===== src/rtl/uart_cmd_pkg.sv =====
// Shared types and constants for the UART command sequencer.
// Latency: n/a (declarations only).
// Backpressure: n/a.
package uart_cmd_pkg;

    // Frame-collection and command-issue states
    typedef enum logic [2:0] {
        IDLE  = 3'd0,
        ADDR  = 3'd1,
        DHI   = 3'd2,
        DLO   = 3'd3,
        CSUM  = 3'd4,
        ISSUE = 3'd5
    } state_t;

    // ERR_CODE values, held on the output until the next error
    localparam logic [1:0] ERR_CSUM    = 2'b01;
    localparam logic [1:0] ERR_TIMEOUT = 2'b10;
    localparam logic [1:0] ERR_OVERRUN = 2'b11;

    // Status bytes returned to the host when echo is built in
    localparam logic [7:0] ACK_BYTE = 8'h06;
    localparam logic [7:0] NAK_BYTE = 8'h15;

    // Frame checksum: plain XOR of address, data high and data low
    function automatic logic [7:0] frame_csum(input logic [7:0] a,
                                              input logic [7:0] h,
                                              input logic [7:0] l);
        return a ^ h ^ l;
    endfunction

endpackage


===== src/rtl/uart_cmd_timeout.sv =====
// Inter-byte watchdog: load/clear down-counter that strobes o_expire after TIMEOUT_CYCLES-1 idle counting cycles.
// Latency: o_expire is combinational from the count; the loaded value means "0 cycles elapsed".
// Backpressure: none; i_load always wins, the count parks at zero and never wraps.
module uart_cmd_timeout #(
    parameter int TIMEOUT_CYCLES = 27000
) (
    input  logic i_clk,
    input  logic i_rst_n,
    input  logic i_load,
    input  logic i_en,
    output logic o_expire
);

    localparam int            CW       = (TIMEOUT_CYCLES > 1) ? $clog2(TIMEOUT_CYCLES) : 1;
    localparam logic [CW-1:0] LOAD_VAL = CW'(TIMEOUT_CYCLES - 1);

    logic [CW-1:0] r_cnt;

    // Reload on every clear request, otherwise count down while enabled and hold at zero
    always_ff @(posedge i_clk) begin
        if (!i_rst_n) begin
            r_cnt <= LOAD_VAL;
        end else if (i_load) begin
            r_cnt <= LOAD_VAL;
        end else if (i_en && (r_cnt != '0)) begin
            r_cnt <= r_cnt - CW'(1);
        end
    end

    assign o_expire = i_en && (r_cnt == '0);

endmodule


===== src/rtl/uart_cmd_ctrl.sv =====
// Collects 5-byte host frames (sync, addr, data hi, data lo, xor checksum) and issues one register write per good frame.
// Latency: CMD_VALID rises on the edge after the checksum byte; ERR strobes on the edge that detects the fault.
// Backpressure: command held stable until CMD_VALID&CMD_READY; bytes arriving while holding are dropped as overrun.
// Build option: define UART_CMD_ECHO_EN to add the ACK/NAK status echo (TX_DATA, TX_START, TX_BUSY).
module uart_cmd_ctrl
    import uart_cmd_pkg::*;
#(
    parameter logic [7:0] SYNC_BYTE      = 8'hA5,
    parameter int         TIMEOUT_CYCLES = 27000,
    parameter int         CNT_W          = 8
) (
`ifdef UART_CMD_ECHO_EN
    output logic [7:0]       TX_DATA,
    output logic             TX_START,
    input  logic             TX_BUSY,
`endif
    input  logic             CLK,
    input  logic             RST,
    input  logic [7:0]       RX_DATA,
    input  logic             RX_READY,
    output logic             CMD_VALID,
    input  logic             CMD_READY,
    output logic [7:0]       CMD_ADDR,
    output logic [15:0]      CMD_DATA,
    output logic             ERR,
    output logic [1:0]       ERR_CODE,
    output logic [CNT_W-1:0] ERR_CNT
);

    state_t             r_state;
    state_t             w_next;
    logic [7:0]         r_addr;
    logic [7:0]         r_hi;
    logic [7:0]         r_lo;
    logic               r_err;
    logic [1:0]         r_err_code;
    logic [CNT_W-1:0]   r_err_cnt;
    logic               w_err_set;
    logic [1:0]         w_err_code;
    logic               w_timed;
    logic               w_to_load;
    logic               w_expire;

    // Only the four mid-frame states are subject to the inter-byte watchdog
    assign w_timed   = (r_state == ADDR) || (r_state == DHI) || (r_state == DLO) || (r_state == CSUM);
    // Restart the watchdog on every byte, on every state change, and whenever it is not guarding a frame
    assign w_to_load = RX_READY || (w_next != r_state) || !w_timed;

    uart_cmd_timeout #(
        .TIMEOUT_CYCLES (TIMEOUT_CYCLES)
    ) u_timeout (
        .i_clk    (CLK),
        .i_rst_n  (RST),
        .i_load   (w_to_load),
        .i_en     (w_timed),
        .o_expire (w_expire)
    );

    // State register; reset discards any partial frame or pending command
    always_ff @(posedge CLK) begin
        if (!RST) begin
            r_state <= IDLE;
        end else begin
            r_state <= w_next;
        end
    end

    // Next state and error decode; a byte arriving on the expiry cycle beats the timeout
    always_comb begin
        w_next     = r_state;
        w_err_set  = 1'b0;
        w_err_code = ERR_CSUM;
        case (r_state)
            IDLE: begin
                if (RX_READY && (RX_DATA == SYNC_BYTE)) w_next = ADDR;
            end
            ADDR, DHI, DLO: begin
                if (RX_READY) begin
                    w_next = (r_state == ADDR) ? DHI : ((r_state == DHI) ? DLO : CSUM);
                end else if (w_expire) begin
                    w_err_set  = 1'b1;
                    w_err_code = ERR_TIMEOUT;
                    w_next     = IDLE;
                end
            end
            CSUM: begin
                if (RX_READY) begin
                    if (RX_DATA == frame_csum(r_addr, r_hi, r_lo)) begin
                        w_next = ISSUE;
                    end else begin
                        w_err_set  = 1'b1;
                        w_err_code = ERR_CSUM;
                        w_next     = IDLE;
                    end
                end else if (w_expire) begin
                    w_err_set  = 1'b1;
                    w_err_code = ERR_TIMEOUT;
                    w_next     = IDLE;
                end
            end
            ISSUE: begin
                if (RX_READY) begin
                    w_err_set  = 1'b1;
                    w_err_code = ERR_OVERRUN;
                end
                if (CMD_READY) w_next = IDLE;
            end
            default: w_next = IDLE;
        endcase
    end

    // Payload latches; only written mid-frame, so they stay frozen while the command is offered
    always_ff @(posedge CLK) begin
        if (!RST) begin
            r_addr <= '0;
            r_hi   <= '0;
            r_lo   <= '0;
        end else if (RX_READY) begin
            case (r_state)
                ADDR:    r_addr <= RX_DATA;
                DHI:     r_hi   <= RX_DATA;
                DLO:     r_lo   <= RX_DATA;
                default: ;
            endcase
        end
    end

    // Error strobe, sticky code and saturating count
    always_ff @(posedge CLK) begin
        if (!RST) begin
            r_err      <= 1'b0;
            r_err_code <= 2'b00;
            r_err_cnt  <= '0;
        end else begin
            r_err <= w_err_set;
            if (w_err_set) begin
                r_err_code <= w_err_code;
                if (r_err_cnt != '1) r_err_cnt <= r_err_cnt + CNT_W'(1);
            end
        end
    end

    assign CMD_VALID = (r_state == ISSUE);
    assign CMD_ADDR  = r_addr;
    assign CMD_DATA  = {r_hi, r_lo};
    assign ERR       = r_err;
    assign ERR_CODE  = r_err_code;
    assign ERR_CNT   = r_err_cnt;

`ifdef UART_CMD_ECHO_EN
    logic       r_tx_full;
    logic [7:0] r_tx_hold;
    logic [7:0] r_tx_data;
    logic       r_tx_start;
    logic       w_accept;
    logic       w_status_vld;
    logic [7:0] w_status_byte;

    assign w_accept      = CMD_VALID && CMD_READY;
    assign w_status_vld  = w_accept || w_err_set;
    // An error in the same cycle as an acceptance is the more useful news for the host
    assign w_status_byte = w_err_set ? NAK_BYTE : ACK_BYTE;

    // One-entry status holder: newest status overwrites, launch waits for an idle transmitter
    always_ff @(posedge CLK) begin
        if (!RST) begin
            r_tx_full  <= 1'b0;
            r_tx_hold  <= 8'h00;
            r_tx_data  <= 8'h00;
            r_tx_start <= 1'b0;
        end else begin
            r_tx_start <= 1'b0;
            if (r_tx_full && !TX_BUSY && !r_tx_start) begin
                r_tx_start <= 1'b1;
                r_tx_data  <= r_tx_hold;
                r_tx_full  <= 1'b0;
            end
            if (w_status_vld) begin
                r_tx_full <= 1'b1;
                r_tx_hold <= w_status_byte;
            end
        end
    end

    assign TX_DATA  = r_tx_data;
    assign TX_START = r_tx_start;
`endif

endmodule


===== config.mk =====
export PLATFORM = sky130hd
export DESIGN_NAME = uart_cmd_ctrl
export DESIGN_NICKNAME = d
export VERILOG_FILES = /design/src/rtl/uart_cmd_pkg.sv /design/src/rtl/uart_cmd_timeout.sv /design/src/rtl/uart_cmd_ctrl.sv
export SDC_FILE = /design/constraint.sdc
export NUM_CORES = 1
export LEC_CHECK = 0
export CAP_MARGIN = 30
export CORE_UTILIZATION = 45
export DETAILED_ROUTE_END_ITERATION = 16
export PLACE_DENSITY_LB_ADDON = 0.05
export SYNTH_ARGS = -nofsm -noshare
export SYNTH_HDL_FRONTEND = slang
export SYNTH_SLANG_ARGS = --single-unit

===== constraint.sdc =====
create_clock -name CLK -period 2.3 [get_ports CLK]
set_clock_uncertainty 0.05 [all_clocks]
set_input_delay 0.46 -clock CLK [delete_from_list [all_inputs] [get_ports CLK]]
set_output_delay 0.46 -clock CLK [all_outputs]
set_load 0.01 [all_outputs]

==> results.txt <==
Outcome: complete, no violations
Primary FF master, synth: dfxtp_1
Reg2reg start: u_timeout.r_cnt[0]
Worst vdd ir: 0.255 mV
Count of input and output buffers: 47
Number of global-route vias before repair: 2042
WL final: 5430 microns
Worst-skew pair later-pin latency: 300 ps
Worst min path class: register to register
Slew @ Worst Pin: 551 ps
CP max stage delay: 580 ps
Post-synth top area cell: dfxtp_1
NumNets Final: 374
Max layer used: met4
WL/cell: 12.6 microns
Critical path required time: 1790 ps
Final Max Tran Viols: 0
Die Height: 78.5 microns
Leak: 1.16 nW
Seq/Total Area, Yosys: 40.3%
Initial core utilization: 47.2%
Top cells by count, synth: dfxtp_1 (53), nand2_1 (47), nor2_1 (31)
First drt pass iteration count: 4
I/O pins: 48
Async S/R FF share, synth: 0%
Share of layout cells above drive strength 1: 11.7%
GPL Wtd Cong: 0.778
Die area: 6160 sq um
Post-synthesis average cell area: 8.98 sq um
Fmax: 462 MHz
Pre-CTS setup slack: -112 ps
Yosys top cell area share: 40.3%
Relative slew margins: 62.9%
Critical Path Source: r_state[2]
Final core utilization: 60.7%
Filler Cell Count: 528
CTS tree: built
Row Count: 27
Final setup viols: 0
Initial antenna violation count: 0
Final Hold Violating Endpoints: 0
Met2 Wirelength: 2390 microns
Yosys warning count: 0
Iter 0 DRT Violations: 101
Most common cell in the netlist: dfxtp_1
GRT Total Usage: 18.6%
Core Area: 5570 sq um
Synth-to-Final Area Change: 28.7%
CTS clk-pin slew, worst paths: 90 ps
Synthesized flop and latch total: 53
Tcrit/Tclk final: 94.1%
Library cells used by synthesis: 50
H-tree Lvls: 2
Clk sinks: 53
Multi-input combinational cell area: 1470 sq um
PwrDens: 453 nW/um^2
Critical path class: register to primary output
Clock root buffer: clkbuf_8
Wire length on met1: 2780 microns
Post-route ant nets: 0
Via Count: 2154
Largest net degree at the start of global routing: 18
Worst path slowest cell: clkdlybuf4s50_1
CTS buffer count: 5
Unrepaired setup endpoints after global routing: no
Cell Area, Synth: 2630 sq um
Diodes inserted: 0
Top post-synthesis cells by area: dfxtp_1 (40%), mux2i_1 (8.7%), xnor2_1 (7.7%)
Worst Path Arrival: 1650 ps
Total congestion overflow: 0
Remaining DRCs: 0
Post-CTS sizing: 0
Met3 WL: 208 microns
Register area: 1060 sq um
Die W: 78.5 microns
First-pass GRT wire length: 9160 microns
Hold Startpoint: u_timeout.r_cnt[0]
Crit Path Max Fanout: 7
Tot Pwr: 1.53 mW
Syn nets: 308
Via density: 5.00
Detailed placer's ending HPWL: 3960 microns
CP Cell Sequence: nand2_1 -> nor2_1 -> clkdlybuf4s50_1
Post-synth EDFFs: 0
CP startpoint kind: register
Post-Syn Instances: 293
CP endpoint kind: primary output
Slack of the critical path: 136 ps
Cts-stage hold buffer count: 0
Max-cap violation count: 0
Clock tree buffer depth: 2
Post-CTS Setup Bufs: 0
Min Tclk post-route: 2160 ps
==> power breakdown <==
part           switching, mW  leakage, nW  internal, mW
sequential          0.000189        0.427         0.917
combinational         0.0420        0.688        0.0460
clock                  0.288       0.0443         0.240
==> stage by stage <==
stage	hold slack (ps)	cells	instance area (sq um)	TNS [ps]
floorplan	322	293	2630	0
global placement	340	424	3300	-144
detailed placement	338	424	3300	-270
CTS	360	431	3390	0
global route	376	431	3390	0
finish	360	431	3390	0
==> final timing paths <==
check | cells past startpoint | to | slack [ps]
setup / recovery | 3 | CMD_VALID | 140
hold / removal | 1 | u_timeout.r_cnt[0] | 360
setup reg to reg | 8 | u_timeout.r_cnt[8] | 180
hold reg to reg | 1 | u_timeout.r_cnt[0] | 360
==> placed cells by master (no fill, tap or decap), drive strengths merged, types with 2 or more instances in the layout <==
master,n
nand3b,2
nand4,4
a2111oi,2
inv,6
a211oi,4
a21oi,17
o31ai,2
nand2b,4
buf,24
xor2,13
nor2,32
mux2i,23
dfxtp,53
or2b,2
nand2,47
o21ai,2
clkbuf,7
and3,4
nor3,8
nand3,8
clkdlybuf4s50,47
xnor2,23
ha,3
nor4b,3
nor4,5
==> kinds of logic (layout without fill, tap and decap cells) <==
logic type | count (synthesis) | after routing | share of synthesized area [%]
DFF | 53 | 53 | 40.3
buffers and inverters | 19 | 85 | 3.99
muxes | 23 | 23 | 8.75
AOI/OAI and AO/OA | 33 | 33 | 9.13
xor gates and xnor gates | 36 | 36 | 12.0
adders and majority gates | 3 | 3 | 1.43
and+or+nand+nor | 126 | 126 | 24.4
==> registers in the layout, indices dropped and copies added (netlist names) <==
signal / cells
r_hi: 8
ERR_CNT: 8
CMD_ADDR: 8
ERR_CODE: 2
ERR: 1
r_lo: 8
u_timeout.r_cnt: 15
r_state: 3
==> final cells by class <==
| class | instances | area share (%) |
|---|---|---|
| inverter | 7 | 0.776 |
| clock buffer | 7 | 2.55 |
| timing repair buffer | 71 | 19.2 |
| tap | 72 | 2.66 |
| sequential | 53 | 31.3 |
| multi-input combinational | 221 | 43.5 |
==> layer usage <==
metal / GRT usage [%] / vias up
li1: - / 1125
met1: 25.4 / 990
met2: 29.4 / 33
met3: 4.42 / 6
met4: 4.63 / 0
met5: 0 / -
==> critical path: cells and delay by family (launching register included) <==
family | cells | cell delay, ps
DFF | 1 | 460
buffers and inverters | 1 | 580
and+or+nand+nor | 2 | 320
(Power assumes the default switching activity.)
==> edit: new RTL, same settings <==
`TIMEOUT_CYCLES` is set to 27000 in 2 places; all go to 6750.
--- a/src/rtl/uart_cmd_timeout.sv
+++ b/src/rtl/uart_cmd_timeout.sv
@@ -2,7 +2,7 @@
 // Latency: o_expire is combinational from the count; the loaded value means "0 cycles elapsed".
 // Backpressure: none; i_load always wins, the count parks at zero and never wraps.
 module uart_cmd_timeout #(
-    parameter int TIMEOUT_CYCLES = 27000
+    parameter int TIMEOUT_CYCLES = 6750
 ) (
     input  logic i_clk,
     input  logic i_rst_n,
--- a/src/rtl/uart_cmd_ctrl.sv
+++ b/src/rtl/uart_cmd_ctrl.sv
@@ -6,7 +6,7 @@
     import uart_cmd_pkg::*;
 #(
     parameter logic [7:0] SYNC_BYTE      = 8'hA5,
-    parameter int         TIMEOUT_CYCLES = 27000,
+    parameter int         TIMEOUT_CYCLES = 6750,
     parameter int         CNT_W          = 8
 ) (
 `ifdef UART_CMD_ECHO_EN
Behaviour: same outputs for any inputs over 10 cycles, from zero or initial values and one cycle with RST low; that may be too few to reach the edited logic, so the function may still have changed.
==> edit against the unedited design <==
The flow now finishes with violations (setup timing); sequential cell count shrank 2; design area grew 5.2%; largest cell class unchanged; sequential share of layout area shrank 2.6 points; critical path type is now reg -> reg; worst setup slack lost 0.23 ns; area after synthesis shrank 1.6%; routed wire length grew 12%; count of clock-buffer cells in the layout shrank 2; total power shrank 3.2%; highest routed layer unchanged; largest power group unchanged; synthesized cell count grew 4.4%; sequential power shrank 3.8%.
==> edit: results (changes against the unedited design) <==
\begin{tabular}{lr}
\hline
Metric & Value \\
\hline
\multicolumn{2}{l}{\textbf{Status}} \\
\quad Result of the run & finished with violations (was finished, final reports clean) \\
\quad Violated checks & setup timing \\
\multicolumn{2}{l}{\textbf{Global routing}} \\
\quad GR Util All Layers & 20.8\% (was 18.6\%) \\
\quad Vias in the first global route & 2120 (was 2042) \\
\quad Largest net degree at the start of global routing & 32 (was 18) \\
\multicolumn{2}{l}{\textbf{Drt}} \\
\quad Via total after detailed routing & 2325 (was 2154) \\
\quad DRC marker count from the first detailed-route iteration & 183 (was 101) \\
\multicolumn{2}{l}{\textbf{STA}} \\
\quad Number of endpoints failing setup at the final stage & 7 (was 0) \\
\quad Max transition margin & 55.7\% (was 62.9\%) \\
\quad Setup slack after layout & -0.0908 ns (was 0.136 ns) \\
\multicolumn{2}{l}{\textbf{Yosys}} \\
\quad Distinct cell type count after synthesis & 44 (was 50) \\
\quad Dominant cells by area after synthesis & sky130\_fd\_sc\_hd\_\_dfxtp\_1, sky130\_fd\_sc\_hd\_\_xnor2\_1, sky130\_fd\_sc\_hd\_\_nand2\_1 (was sky130\_fd\_sc\_hd\_\_dfxtp\_1, sky130\_fd\_sc\_hd\_\_mux2i\_1, sky130\_fd\_sc\_hd\_\_xnor2\_1) \\
\quad Ranking of synthesized cells by instance count & sky130\_fd\_sc\_hd\_\_nand2\_1, sky130\_fd\_sc\_hd\_\_dfxtp\_1, sky130\_fd\_sc\_hd\_\_xnor2\_1 (was sky130\_fd\_sc\_hd\_\_dfxtp\_1, sky130\_fd\_sc\_hd\_\_nand2\_1, sky130\_fd\_sc\_hd\_\_nor2\_1) \\
\quad Sequential-to-total area share from yosys stat & 39.4\% (was 40.3\%) \\
\multicolumn{2}{l}{\textbf{Placed design}} \\
\quad Post-detailed-placement cell area & 3350 sq um (was 3300 sq um) \\
\quad Detailed-placement wirelength estimate & 4.22 mm (was 3.96 mm) \\
\quad Placed Instances & 444 (was 424) \\
\multicolumn{2}{l}{\textbf{Critical path}} \\
\quad R2r worst-path depth & 5 (was 8) \\
\multicolumn{2}{l}{\textbf{Hold path}} \\
\quad Cell count of the worst hold path & 2 (was 1) \\
\multicolumn{2}{l}{\textbf{Final layout}} \\
\quad Post-Layout Cell Count & 458 (was 431) \\
\hline
\end{tabular}
## edit: cell types whose count changed after synthesis, sizes merged, moves of 5 or more
cell   unedited run  this run
xnor2            23        29
mux2i            23        15
xor2             13         8
nor2             32        21
o21ai             2        10
nand2            47        60
a21oi            17        22
## edit: worst max-delay path by stage
stage,to,slack (ns),depth (start not counted)
final,ERR_CNT[4],-0.09,5
after detailed placement,ERR_CNT[3],-0.18,7
after floorplan,u_timeout.r_cnt[1],-0.06,10
after CTS,ERR_CNT[3],-0.12,7
after global placement,ERR_CNT[7],-0.13,7
after global routing,ERR_CNT[3],-0.15,5
## edit: worst max-delay path, delay by kind of cell (launching register included)
| kind | cells | cell delay (ns) |
|---|---|---|
| mux | 1 | 0.19 |
| compound gates | 2 | 0.66 |
| simple gates | 2 | 1.12 |
| flops | 1 | 0.32 |
## edit: area by class of cell
class                      instances  area, sq um
tap                               72         90.1
inverter                           8         30.0
multi-input combinational        234         1570
fill                             498         1980
clock inverter                     3         15.0
clock buffer                       5         68.8
timing repair buffer              85          763
sequential                        51         1020
## edit: cells by family after synthesis
kind of cell,count (synthesis),share of synthesized area (%)
mux,15,5.80
flops,51,39.4
xor+xnor,37,12.5
compound gates,49,13.3
fa+ha+maj,3,1.45
simple gates,128,23.3
buf+inv,23,4.11
## edit: report_power, final
group | internal [mW] | switching (mW) | leakage, nW
combinational | 0.0452 | 0.0456 | 0.761
clock | 0.209 | 0.302 | 0.0477
sequential | 0.882 | 0.000156 | 0.411
## edit: timing repair
| action | in CTS | in global routing |
|---|---|---|
| endpoints found under the setup margin | 12 | 24 |
| gates resized for setup | 4 | 12 |
| setup buffers | 1 | 3 |
| pin swaps | 3 | 6 |
| endpoints found under the hold margin | 0 | 0 |
| cloned | 1 | 1 |
## edit: per-layer routing
| layer | wire length, um | track usage (%) | vias up |
|---|---|---|---|
| met5 | 0 | 0 | - |
| met4 | 55 | 4.72 | 0 |
| met3 | 251 | 4.12 | 6 |
| met2 | 2940 | 36.5 | 49 |
| met1 | 2850 | 26.1 | 1076 |
| li1 | - | - | 1194 |
